### src/rtl/adc_pkg.sv
// Shared types and default parameters for the serial ADC reader.
package adc_pkg;

   typedef enum logic [1:0] {
      IDLE  = 2'd0,
      SHIFT = 2'd1,
      GAP   = 2'd2
   } state_t;

   localparam int DEF_DWIDTH     = 32;
   localparam int DEF_SAMPLEBITS = 12;
   localparam int DEF_CLKDIV     = 4;
   localparam int DEF_CONVGAP    = 8;

   // bits needed for a counter running 0..n-1, never less than one
   function automatic int cnt_width(input int n);
      return (n <= 1) ? 1 : $clog2(n);
   endfunction

endpackage

### src/rtl/spi_clkdiv.sv
// Divider producing one tick every CLKDIV clocks while run is high; held cleared otherwise.
module spi_clkdiv
   import adc_pkg::*;
#(
   parameter int CLKDIV = DEF_CLKDIV
) (
   input  logic clock,
   input  logic reset,
   input  logic run,
   output logic tick
);

   localparam int W = cnt_width(CLKDIV);

   logic [W-1:0] dcnt;

   assign tick = run && (dcnt == W'(CLKDIV - 1));

   always_ff @(posedge clock or posedge reset) begin
      if (reset) begin
         dcnt <= '0;
      end else if (!run || tick) begin
         dcnt <= '0;
      end else begin
         dcnt <= dcnt + W'(1);
      end
   end

endmodule

### src/rtl/adc_spi_reader.sv
// SPI mode-0 master that repeatedly reads a serial ADC and holds the last sample on adcdata.
//
//   state | meaning
//   IDLE  | csn high, waiting for enable
//   SHIFT | csn low, 2*SAMPLEBITS sclk half-periods, miso captured on sclk rise
//   GAP   | csn high for CONVGAP cycles; restart or drop to IDLE on the last one
module adc_spi_reader
   import adc_pkg::*;
#(
   parameter int DWIDTH     = DEF_DWIDTH,
   parameter int SAMPLEBITS = DEF_SAMPLEBITS,
   parameter int CLKDIV     = DEF_CLKDIV,
   parameter int CONVGAP    = DEF_CONVGAP
) (
   input  logic              clock,
   input  logic              reset,
   input  logic              enable,
   input  logic              miso,
   output logic              sclk,
   output logic              csn,
   output logic [DWIDTH-1:0] adcdata,
   output logic              valid,
   output logic              busy
);

   generate
      if (SAMPLEBITS < 1 || SAMPLEBITS > DWIDTH) begin : g_bad_samplebits
         $error("adc_spi_reader: SAMPLEBITS must be within 1..DWIDTH");
      end
      if (CLKDIV < 1 || CONVGAP < 1) begin : g_bad_timing
         $error("adc_spi_reader: CLKDIV and CONVGAP must be at least 1");
      end
   endgenerate

   localparam int HW = cnt_width(2 * SAMPLEBITS);
   localparam int GW = cnt_width(CONVGAP);

   state_t               state;
   logic [HW-1:0]        hcnt;
   logic [GW-1:0]        gcnt;
   logic [SAMPLEBITS-1:0] shreg;
   logic                 run;
   logic                 tick;
   logic                 last_half;
   logic                 gap_done;

   assign run       = (state == SHIFT);
   assign last_half = (hcnt == HW'(2 * SAMPLEBITS - 1));
   assign gap_done  = (gcnt == GW'(CONVGAP - 1));

   spi_clkdiv #(
      .CLKDIV (CLKDIV)
   ) u_clkdiv (
      .clock (clock),
      .reset (reset),
      .run   (run),
      .tick  (tick)
   );

   always_ff @(posedge clock or posedge reset) begin
      if (reset) begin
         state   <= IDLE;
         sclk    <= 1'b0;
         csn     <= 1'b1;
         busy    <= 1'b0;
         valid   <= 1'b0;
         adcdata <= '0;
         shreg   <= '0;
         hcnt    <= '0;
         gcnt    <= '0;
      end else begin
         valid <= 1'b0;
         case (state)
            IDLE: begin
               if (enable) begin
                  state <= SHIFT;
                  csn   <= 1'b0;
                  busy  <= 1'b1;
                  hcnt  <= '0;
               end
            end
            SHIFT: begin
               if (tick) begin
                  sclk <= ~sclk;
                  hcnt <= hcnt + HW'(1);
                  // capture on the edge that takes sclk high
                  if (!sclk) begin
                     shreg <= SAMPLEBITS'({shreg, miso});
                  end
                  if (last_half) begin
                     state   <= GAP;
                     csn     <= 1'b1;
                     busy    <= 1'b0;
                     adcdata <= DWIDTH'(shreg);
                     valid   <= 1'b1;
                     gcnt    <= '0;
                  end
               end
            end
            GAP: begin
               gcnt <= gcnt + GW'(1);
               if (gap_done) begin
                  if (enable) begin
                     state <= SHIFT;
                     csn   <= 1'b0;
                     busy  <= 1'b1;
                     hcnt  <= '0;
                  end else begin
                     state <= IDLE;
                  end
               end
            end
            default: state <= IDLE;
         endcase
      end
   end

endmodule
### config.mk
export PLATFORM = sky130hd
export DESIGN_NAME = adc_spi_reader
export DESIGN_NICKNAME = d
export VERILOG_FILES = /design/src/rtl/adc_pkg.sv /design/src/rtl/spi_clkdiv.sv /design/src/rtl/adc_spi_reader.sv
export SDC_FILE = /design/constraint.sdc
export NUM_CORES = 1
export LEC_CHECK = 0
export ABC_AREA = 1
export BUFFER_PORTS_ARGS = -buffer_cell sky130_fd_sc_hd__buf_4
export CORE_MARGIN = 3
export CORE_UTILIZATION = 50
export DETAILED_ROUTE_END_ITERATION = 10
export GPL_TIMING_DRIVEN = 0
export PLACE_DENSITY = 0.74
export SYNTH_ARGS = -nofsm -noshare
export SYNTH_HDL_FRONTEND = slang
export SYNTH_HIERARCHICAL = 1
export SYNTH_SLANG_ARGS = --single-unit
### constraint.sdc
create_clock -name clock -period 2.8 [get_ports clock]
set_clock_uncertainty 0.2 [all_clocks]
set_input_delay 0.56 -clock clock [delete_from_list [all_inputs] [get_ports clock]]
set_output_delay 0.56 -clock clock [all_outputs]
set_load 0.05 [all_outputs]
# Yosys cells after proc, flatten, opt, wreduce, memory -nomap -nowiden

Index checks and enable logic that the tools add are counted.

Bits in read-only memories: 0
Bits in latches: 0
Bits in writable memories: 0
Bits of input ports: 4
Output and inout bits: 36
Flip-flop bits (word level): 40
Logic and storage cells: 63
Memories kept: 0

Multipliers: 0
Add/subtract/negate cells: 3
Multiplexer cells: 27
Reduce and logical (&&, ||, !) cells: 13
Eq/ne operators: 9
Order comparisons: 0
Shift operators: 0
Divide/modulo/power cells: 0
Bitwise gates (word level): 1

Operator list:

| operator                                                        | number |
|---|---|
| 5-bit two-way mux                                               | 3 |
| 5-bit one-hot mux with 3 select lines                           | 1 |
| 1-bit two-way mux                                               | 12 |
| 3-bit AND reduction                                             | 4 |
| 2-bit two-way mux                                               | 5 |
| 2-bit inequality test, second input constant                    | 4 |
| 4-bit AND reduction                                             | 2 |
| 3-bit two-way mux                                               | 2 |
| 1-bit one-hot mux with 3 select lines                           | 2 |
| 2-bit one-hot mux with 3 select lines                           | 1 |
| 3-bit one-hot mux with 2 select lines                           | 1 |
| 5-bit by 1-bit adder with 5-bit output, second input constant   | 1 |
| 5-bit == test, second input constant                            | 1 |
| 2-bit == test, second input constant                            | 2 |
| 3-bit by 1-bit adder with 3-bit output, second input constant   | 1 |
| 3-bit == test, second input constant                            | 1 |
| 3-bit nonzero test                                              | 1 |
| 2-bit by 1-bit adder with 2-bit output, second input constant   | 1 |
| 2-bit by 1-bit == test with 1-bit output, second input constant | 1 |
| 2-bit logical NOT                                               | 1 |
| 2-bit AND reduction                                             | 1 |
| 2-bit nonzero test                                              | 1 |
| 1-bit logical AND                                               | 1 |
| 1-bit logical NOT                                               | 1 |
| 2 further kinds                                                 | 2 |

# Logic depth before layout (Yosys ltp)

Gate-level depths: netlist of the first run.

Word-level depth: 4
Depth in mapped cells: 11
Mapped depth without buffers: 11

# By module

The synthesis of the first run kept the hierarchy.

Modules (own cells, without submodules):

| module         | seq. area each (µm²) | cells each | area each (µm²) | times used |
|---|---|---|---|---|
| adc_spi_reader | 952.2                | 195        | 1853.0          | 1 |
| spi_clkdiv     | 50.0                 | 11         | 92.6            | 1 |

# Worst setup path after synthesis of the first run

OpenSTA, ideal clock, no wires.

Path type: reg-to-reg
Start point: register state[1]
End point: register shreg[1]
Cell stages (with the launch flop): 12
Setup time: 0.120 ns
Data required time: 2.480 ns
Arrival: 1.369 ns
Setup slack: 1.111 ns
Period minus slack after synthesis: 1.689 ns
Buffers on the path: 1
Path through: dfrtp_1 > inv_1 > nand2_1 > inv_1 > nand2_1 > inv_1 > nand2_2 > nor2_4 > nand2_2 > buf_6 > nand2_1 > o21ai_2

Longest elaborated chain between the ends: 3

Ends and longest elaborated chain:

| item                                     | line                 | source |
|---|---|---|
| start, declared                          | adc_spi_reader.sv:38 | `state_t state;` |
| start signal, assigned                   | adc_spi_reader.sv:62 | `state <= IDLE;` |
| start signal, assigned                   | adc_spi_reader.sv:76 | `state <= SHIFT;` |
| start signal, assigned                   | adc_spi_reader.sv:91 | `state <= GAP;` |
| 2-bit by 1-bit == test with 1-bit output | adc_spi_reader.sv:47 | `assign run = (state == SHIFT);` |
| net run                                  | adc_spi_reader.sv:42 | `logic run;` |
| 1-bit logical AND                        | spi_clkdiv.sv:17     | `assign tick = run && (dcnt == W'(CLKDIV - 1));` |
| net tick                                 | adc_spi_reader.sv:43 | `logic tick;` |
| 3-bit AND reduction (no line)            | -                    |  |
| end signal, assigned                     | adc_spi_reader.sv:88 | `shreg <= SAMPLEBITS'({shreg, miso});` |
| end, declared                            | adc_spi_reader.sv:41 | `logic [SAMPLEBITS-1:0] shreg;` |

The timed path passes the listed nets, and every way through them passes these cells.
A chain may end at the register's enable or synchronous reset.

# Final worst setup path of the first run

Start point: register state[1]
End point: register shreg[10]

The elaborated chain is that of the path after synthesis.

==> results of run 1 <==
## power groups by stage
stage               clock network, mW  registers (mW)  logic [mW]
finish                          0.387           0.585       0.108
global route                    0.428           0.585       0.118
CTS                             0.400           0.585       0.108
detailed placement                  0           0.596       0.107
global placement                    0           0.596       0.107
floorplan                           0           0.596      0.0989
## cell families after synthesis
group / Yosys count / share of synthesized area, %
AO/OA/AOI/OAI: 34 / 12.9
adder cells (fa/ha/maj): 4 / 2.57
AND/OR/NAND/NOR: 75 / 17.4
buffers and inverters: 52 / 15.4
flip-flops: 40 / 51.5
other: 1 / 0.193
## per-layer routing
metal	track usage (%)	wire, um	up-vias	share of wire [%]
met4	6.70	67	0	2.2
met1	20.7	1440	587	47
met5	0	0	-	0
li1	-	-	697	-
met2	21.5	1390	32	45
met3	5.25	182	7	5.9
## layout make-up
| cell class | instances | area (um2) |
|---|---|---|
| clock buffers | 6 | 82.6 |
| clock inverters | 2 | 10.0 |
| fillers | 333 | 1390 |
| inverters | 28 | 105 |
| multi-input cells | 133 | 714 |
| repair buffers | 20 | 153 |
| well taps | 48 | 60.1 |
| plain buffers | 24 | 195 |
| flip-flops and latches | 40 | 1000 |
## Yosys cell counts
library cell / number
nand2_4: 1
a21oi_1: 2
buf_6: 4
o21ai_1: 3
inv_1: 28
nand4_1: 3
o31ai_1: 1
ha_1: 4
nand3_2: 1
dfrtp_1: 39
nor2_1: 7
nor2_4: 2
buf_4: 20
nand2_2: 3
o21ai_2: 19
nand2_1: 48
o21bai_1: 1
o21ai_0: 7
dfstp_2: 1
conb_1: 1
or2_2: 1
a21oi_2: 1
nand3_1: 9
## sequential cells by signal (all words and copies together), names as in the netlist
register and count:
adcdata 12, busy 1, csn 1, gcnt 3
hcnt 5, sclk 1, shreg 12, state 2
u_clkdiv/dcnt 2, valid 1
## how the worst max path moves through the flow
stage                         from          to  slack (ns)  cells past startpoint
final                     state[1]   shreg[10]        0.87                     11
after global routing      state[1]    shreg[9]        0.68                     11
after CTS                 state[1]   shreg[10]        0.88                     11
after detailed placement  state[1]   shreg[10]        0.90                     11
after global placement       reset  adcdata[7]        0.63                      2
after floorplan           state[1]    shreg[1]        1.11                     11
## cell usage in the layout (no fill, tap or decap), types with 4 or more instances in the layout
master,instances
buf_4,39
buf_6,4
clkbuf_8,6
conb_1,20
dfrtp_1,39
ha_1,4
inv_1,27
nand2_1,48
nand3_1,9
nor2_1,7
o21ai_0,7
o21ai_2,19
## worst register-to-register path, stage by stage, from the launching register on
cell and delay (ns):
dfrtp_1 0.41, inv_1 0.09, nand2_1 0.10, inv_1 0.19, nand2_1 0.08, inv_1 0.08, nand2_2 0.10, nor2_4 0.14
nand2_2 0.14, buf_6 0.18, nand2_1 0.07, o21ai_2 0.05
## timing repair
item,4_1_cts,5_1_grt
gates resized for setup,0,0
endpoints found under the hold margin,2,0
hold buffers,1,0
==> results.toml, run 1 <==
[sta]
fin_crit_sh_pct = 68.8
max-slew-margin-rel_pct = 48.5
grt_setup_unrepaired = "false"
worst_pin_slew_ns = 0.771
hold_ws_ns = 0.230
slew_violations = 0
finalWorstSetupSlack_ns = 0.873
fmax_ghz = 0.519
setup_viol = 0
fin_crit_ns = 1.93
hold_violations = 0
setup_tns_ns = 0

[logic_synthesis]
ys_warn_count = 6
syn_inst = 206
synth.distinct_cells = 23
synth.area.top_cells = "dfrtp_1 50%, nand2_1 9.3%, o21ai_2 8.6%"
yosysTopAreaCell = "dfrtp_1"
syn_area_um2 = 1950
synth-seq-area-share_pct = 51.5
avgSynthCellArea_um2 = 9.44
yosysTopAreaCellShare_pct = 50.2
synth_seq_cells = 40

[power_and_ir_drop]
leakage_nw = 1.30
net-switching-power_mw = 0.274
max-vdd-ir-drop_v = 0.000256
p_clk_share_pct = 35.9
seq_power_share_pct = 54.1
power_density_nw_per_um2 = 465
swShare_pct = 25.4
combinationalPowerShare_pct = 10.0
total_power_mw = 1.08
power.internal_mw = 0.806

[final_layout]
finalNetCount = 260
layout-drive-gt1-share_pct = 32.0
area_growth_pct = 19.4
final_cells = 301
stdcell_area_um2 = 2320
final_util_pct = 62.5
antenna_cells = 0

[worst_setup_path]
crit_path_end_kind = "register"
crit_required_ns = 2.79
r2r_start = "state[1]"
crit_path_max_incr_delay_ns = 0.41
critPathTopFamily = "simple AND/OR/NAND/NOR gates"
start_kind = "register"
cp_slowest_cell = "dfrtp_1"
reg2reg_to = "shreg[10]"
critical_path_class = "register to register"
r2r_setup_slack_ns = 0.87
cp_cell_sequence = "inv_1, nand2_1, inv_1, nand2_1, inv_1, nand2_2, nor2_4, nand2_2, buf_6, nand2_1, o21ai_2"
crit_arrival_ns = 1.92
r2r_cells = 11
path_max_fanout = 10
path_buf_inv = 4

[global_routing]
grt_usage_pct = 15.1
grt_pass1_vias = 1130
grt_max_degree = 39
overflow = 0
grt_pass1_wl_um = 5150
antenna_found_initial = 0

[clocking]
clk_latency_ns = 0.29
clock_path_buffers = 2
clkSinkCount = 40
clk_pin_slew_ns = 0.07
cts_root_buf = "clkbuf_8"
cts_made_buffers = 5
cts_setup_buffers = 0
cts_htree_levels = 2
cts_tree = "yes"

[place]
post-dp-hpwl_um = 2230
dpl_worst_slack_ns = 0.899
placed_area_um2 = 2220
gp_congestion = 0.725
io_buffers = 19
dp_cells = 292

[routing]
routed_wirelength_um = 3070
post_drt_wl_per_cell_um = 10.2
dr.first_iter.drc_count = 100
antenna_left = 0
vias_per_cell = 4.40
vias = 1323
drc = 0
drt_pass1_iterations = 4

[floorplan]
die_area_um2 = 4680
die_h_um = 68.4
dieWidth_um = 68.4
start_util_pct = 52.4
fp-row-count = 22
ios = 40
coreArea_um2 = 3720

[flow_run]
maxCapViolCount = 0

[worst_hold_path]
hold_start = "u_clkdiv/dcnt[0]"
hold_end = "u_clkdiv/dcnt[0]"
hold_path_depth = 1
hold_path_class = "register to register"

[run_status]
outcome = "finished, final reports clean"
(Power assumes the default switching activity.)
==> run 2: changes to the inputs <==
CORE_UTILIZATION = 49   (was 50)
PLACE_DENSITY = 0.75   (was 0.74)
clock period = 1.76 ns   (was 2.8 ns; I/O delays follow)
==> run 2 against run 1 <==
Compared with the run above: worst hold slack got worse by 0.13 ns; final area rose by 3.0%; via count is 3.0% higher; register-to-register slack lost 0.79 ns; clock power increased by 57%; combinational power up 59%; die area rose by 1.9%; critical path depth unchanged; cell count is 2.7% higher; largest cell class unchanged.
==> results.toml, run 2 (synthesis gave the netlist of run 1 again) <==
[power_and_ir_drop]
power.internal_mw = 1.29
combinationalPowerShare_pct = 10.1
p_clk_share_pct = 35.5
seq_power_share_pct = 54.4
max-vdd-ir-drop_v = 0.000512
swShare_pct = 24.6
net-switching-power_mw = 0.421
power_density_nw_per_um2 = 715
leakage_nw = 1.33

[place]
dp_cells = 292
gp_congestion = 0.820
post-dp-hpwl_um = 2280
dpl_worst_slack_ns = -0.163
io_buffers = 19

[routing]
drc = 0
vias_per_cell = 4.41
post_drt_wl_per_cell_um = 10.6
antenna_left = 0
drt_pass1_iterations = 4
routed_wirelength_um = 3280
vias = 1363
dr.first_iter.drc_count = 49

[flow_run]
maxCapViolCount = 0

[sta]
slew_violations = 0
worst_pin_slew_ns = 0.774
fin_crit_sh_pct = 95.4
setup_viol = 0
hold_violations = 0
setup_tns_ns = 0
finalWorstSetupSlack_ns = 0.0812
max-slew-margin-rel_pct = 48.4
fmax_ghz = 0.596
fin_crit_ns = 1.68

[run_status]
outcome = "finished, final reports clean"

[global_routing]
grt_pass1_vias = 1257
overflow = 0
grt_pass1_wl_um = 5520
grt_usage_pct = 14.3
grt_max_degree = 39
antenna_found_initial = 0

[worst_setup_path]
startpoint = "state[1]"
critical_path_class = "register to register"
cp_cell_sequence = "inv_2, nand2_2, inv_2, nand2_1, inv_2, nand2_2, nor2_4, nand2_4, buf_6, nand3_1, nand2_1"
crit_required_ns = 1.74
start_kind = "register"
crit_arrival_ns = 1.65
cp_slowest_cell = "dfrtp_1"
path_max_fanout = 10
crit_path_max_incr_delay_ns = 0.39
r2r_start = "state[1]"
crit_path_end_kind = "register"
cpMostUsedCell = "inv_2"

[floorplan]
die_area_um2 = 4760
coreArea_um2 = 3740
fp-row-count = 22
die_h_um = 69.0
ios = 40
dieWidth_um = 69.0
start_util_pct = 52.0

[final_layout]
finalNetCount = 268
final_cells = 309
antenna_cells = 0
final_cell_mix = "47 x nand2_1, 47 x buf_4, 39 x dfrtp_1, 24 x inv_1, 20 x conb_1"
layout-drive-gt1-share_pct = 34.9
area_growth_pct = 22.9
reg_top3 = "adcdata: 12 flops, shreg: 12 flops, hcnt: 5 flops"

[clocking]
cts_root_buf = "clkbuf_8"
clk_latency_ns = 0.29
cts_made_buffers = 5
clkSinkCount = 40
cts_htree_levels = 2
cts_tree = "yes"
clk_pin_slew_ns = 0.07
clock_path_buffers = 2

[worst_hold_path]
hold_start = "miso"
hold_path_class = "input port to register"
-- run 2: changes by cell type in the layout (fill, tap and decap cells not counted), sizes merged --
| cell | change |
|---|---|
| clkinv | -2 |
| clkbuf | +2 |
| buf | +8 |
-- run 2: stage by stage --
step	utilization (%)	hold slack, ns	power (mW)	instance area, um2
finish	63.9	0.105	1.71	2390
global route	63.9	0.110	1.79	2390
CTS	62.9	0.102	1.73	2350
detailed placement	59.3	0.0270	1.12	2220
global placement	59.3	0.0191	1.12	2220
floorplan	-	-0.107	1.10	2020
-- run 2: routing by layer --
| metal | vias to the layer above | track usage, % | wire length [um] |
|---|---|---|---|
| met4 | 0 | 7.16 | 57 |
| met3 | 5 | 3.35 | 190 |
| met1 | 608 | 17.9 | 1490 |
| li1 | 714 | - | - |
| met2 | 36 | 23.2 | 1550 |
| met5 | - | 0 | 0 |
-- run 2: area by class of cell --
cell class	count	area (um2)
inverters	28	105
well taps	48	60.1
multi-input cells	133	722
flip-flops and latches	40	1000
plain buffers	24	199
fillers	326	1350
clock buffers	8	90.1
repair buffers	28	213
-- run 2: power by group through the flow --
stage	Clock, mW	Sequential [mW]	Combinational [mW]
6_report	0.607	0.931	0.172
5_1_grt	0.669	0.931	0.186
4_1_cts	0.629	0.930	0.172
3_5_place_dp	0	0.948	0.170
3_3_place_gp	0	0.948	0.170
2_1_floorplan	0	0.948	0.157
-- run 2: repair_timing --
item | CTS | global route
resized for setup | 2 | 4
hold endpoints to repair | 2 | 0
hold buffers | 1 | 0
endpoints found under the setup margin | 35 | 33
pin swaps | 1 | 4
setup buffers | 4 | 4
-- run 2: worst max-delay path: cells and delay by family, from the launching register on --
kind | cells | cell delay [ns]
AND/OR/NAND/NOR | 7 | 0.61
buffers and inverters | 4 | 0.36
flip-flops | 1 | 0.39
-- run 2: final timing paths --
path                       depth (start not counted)  slack, ns                to
max                                               11       0.08           gcnt[2]
min                                                3       0.11          shreg[0]
max reg2reg                                       11       0.08           gcnt[2]
min reg2reg                                        1       0.24  u_clkdiv/dcnt[0]
max in group asynchronous                          3       0.29          state[0]
min in group asynchronous                          3       0.29  u_clkdiv/dcnt[0]
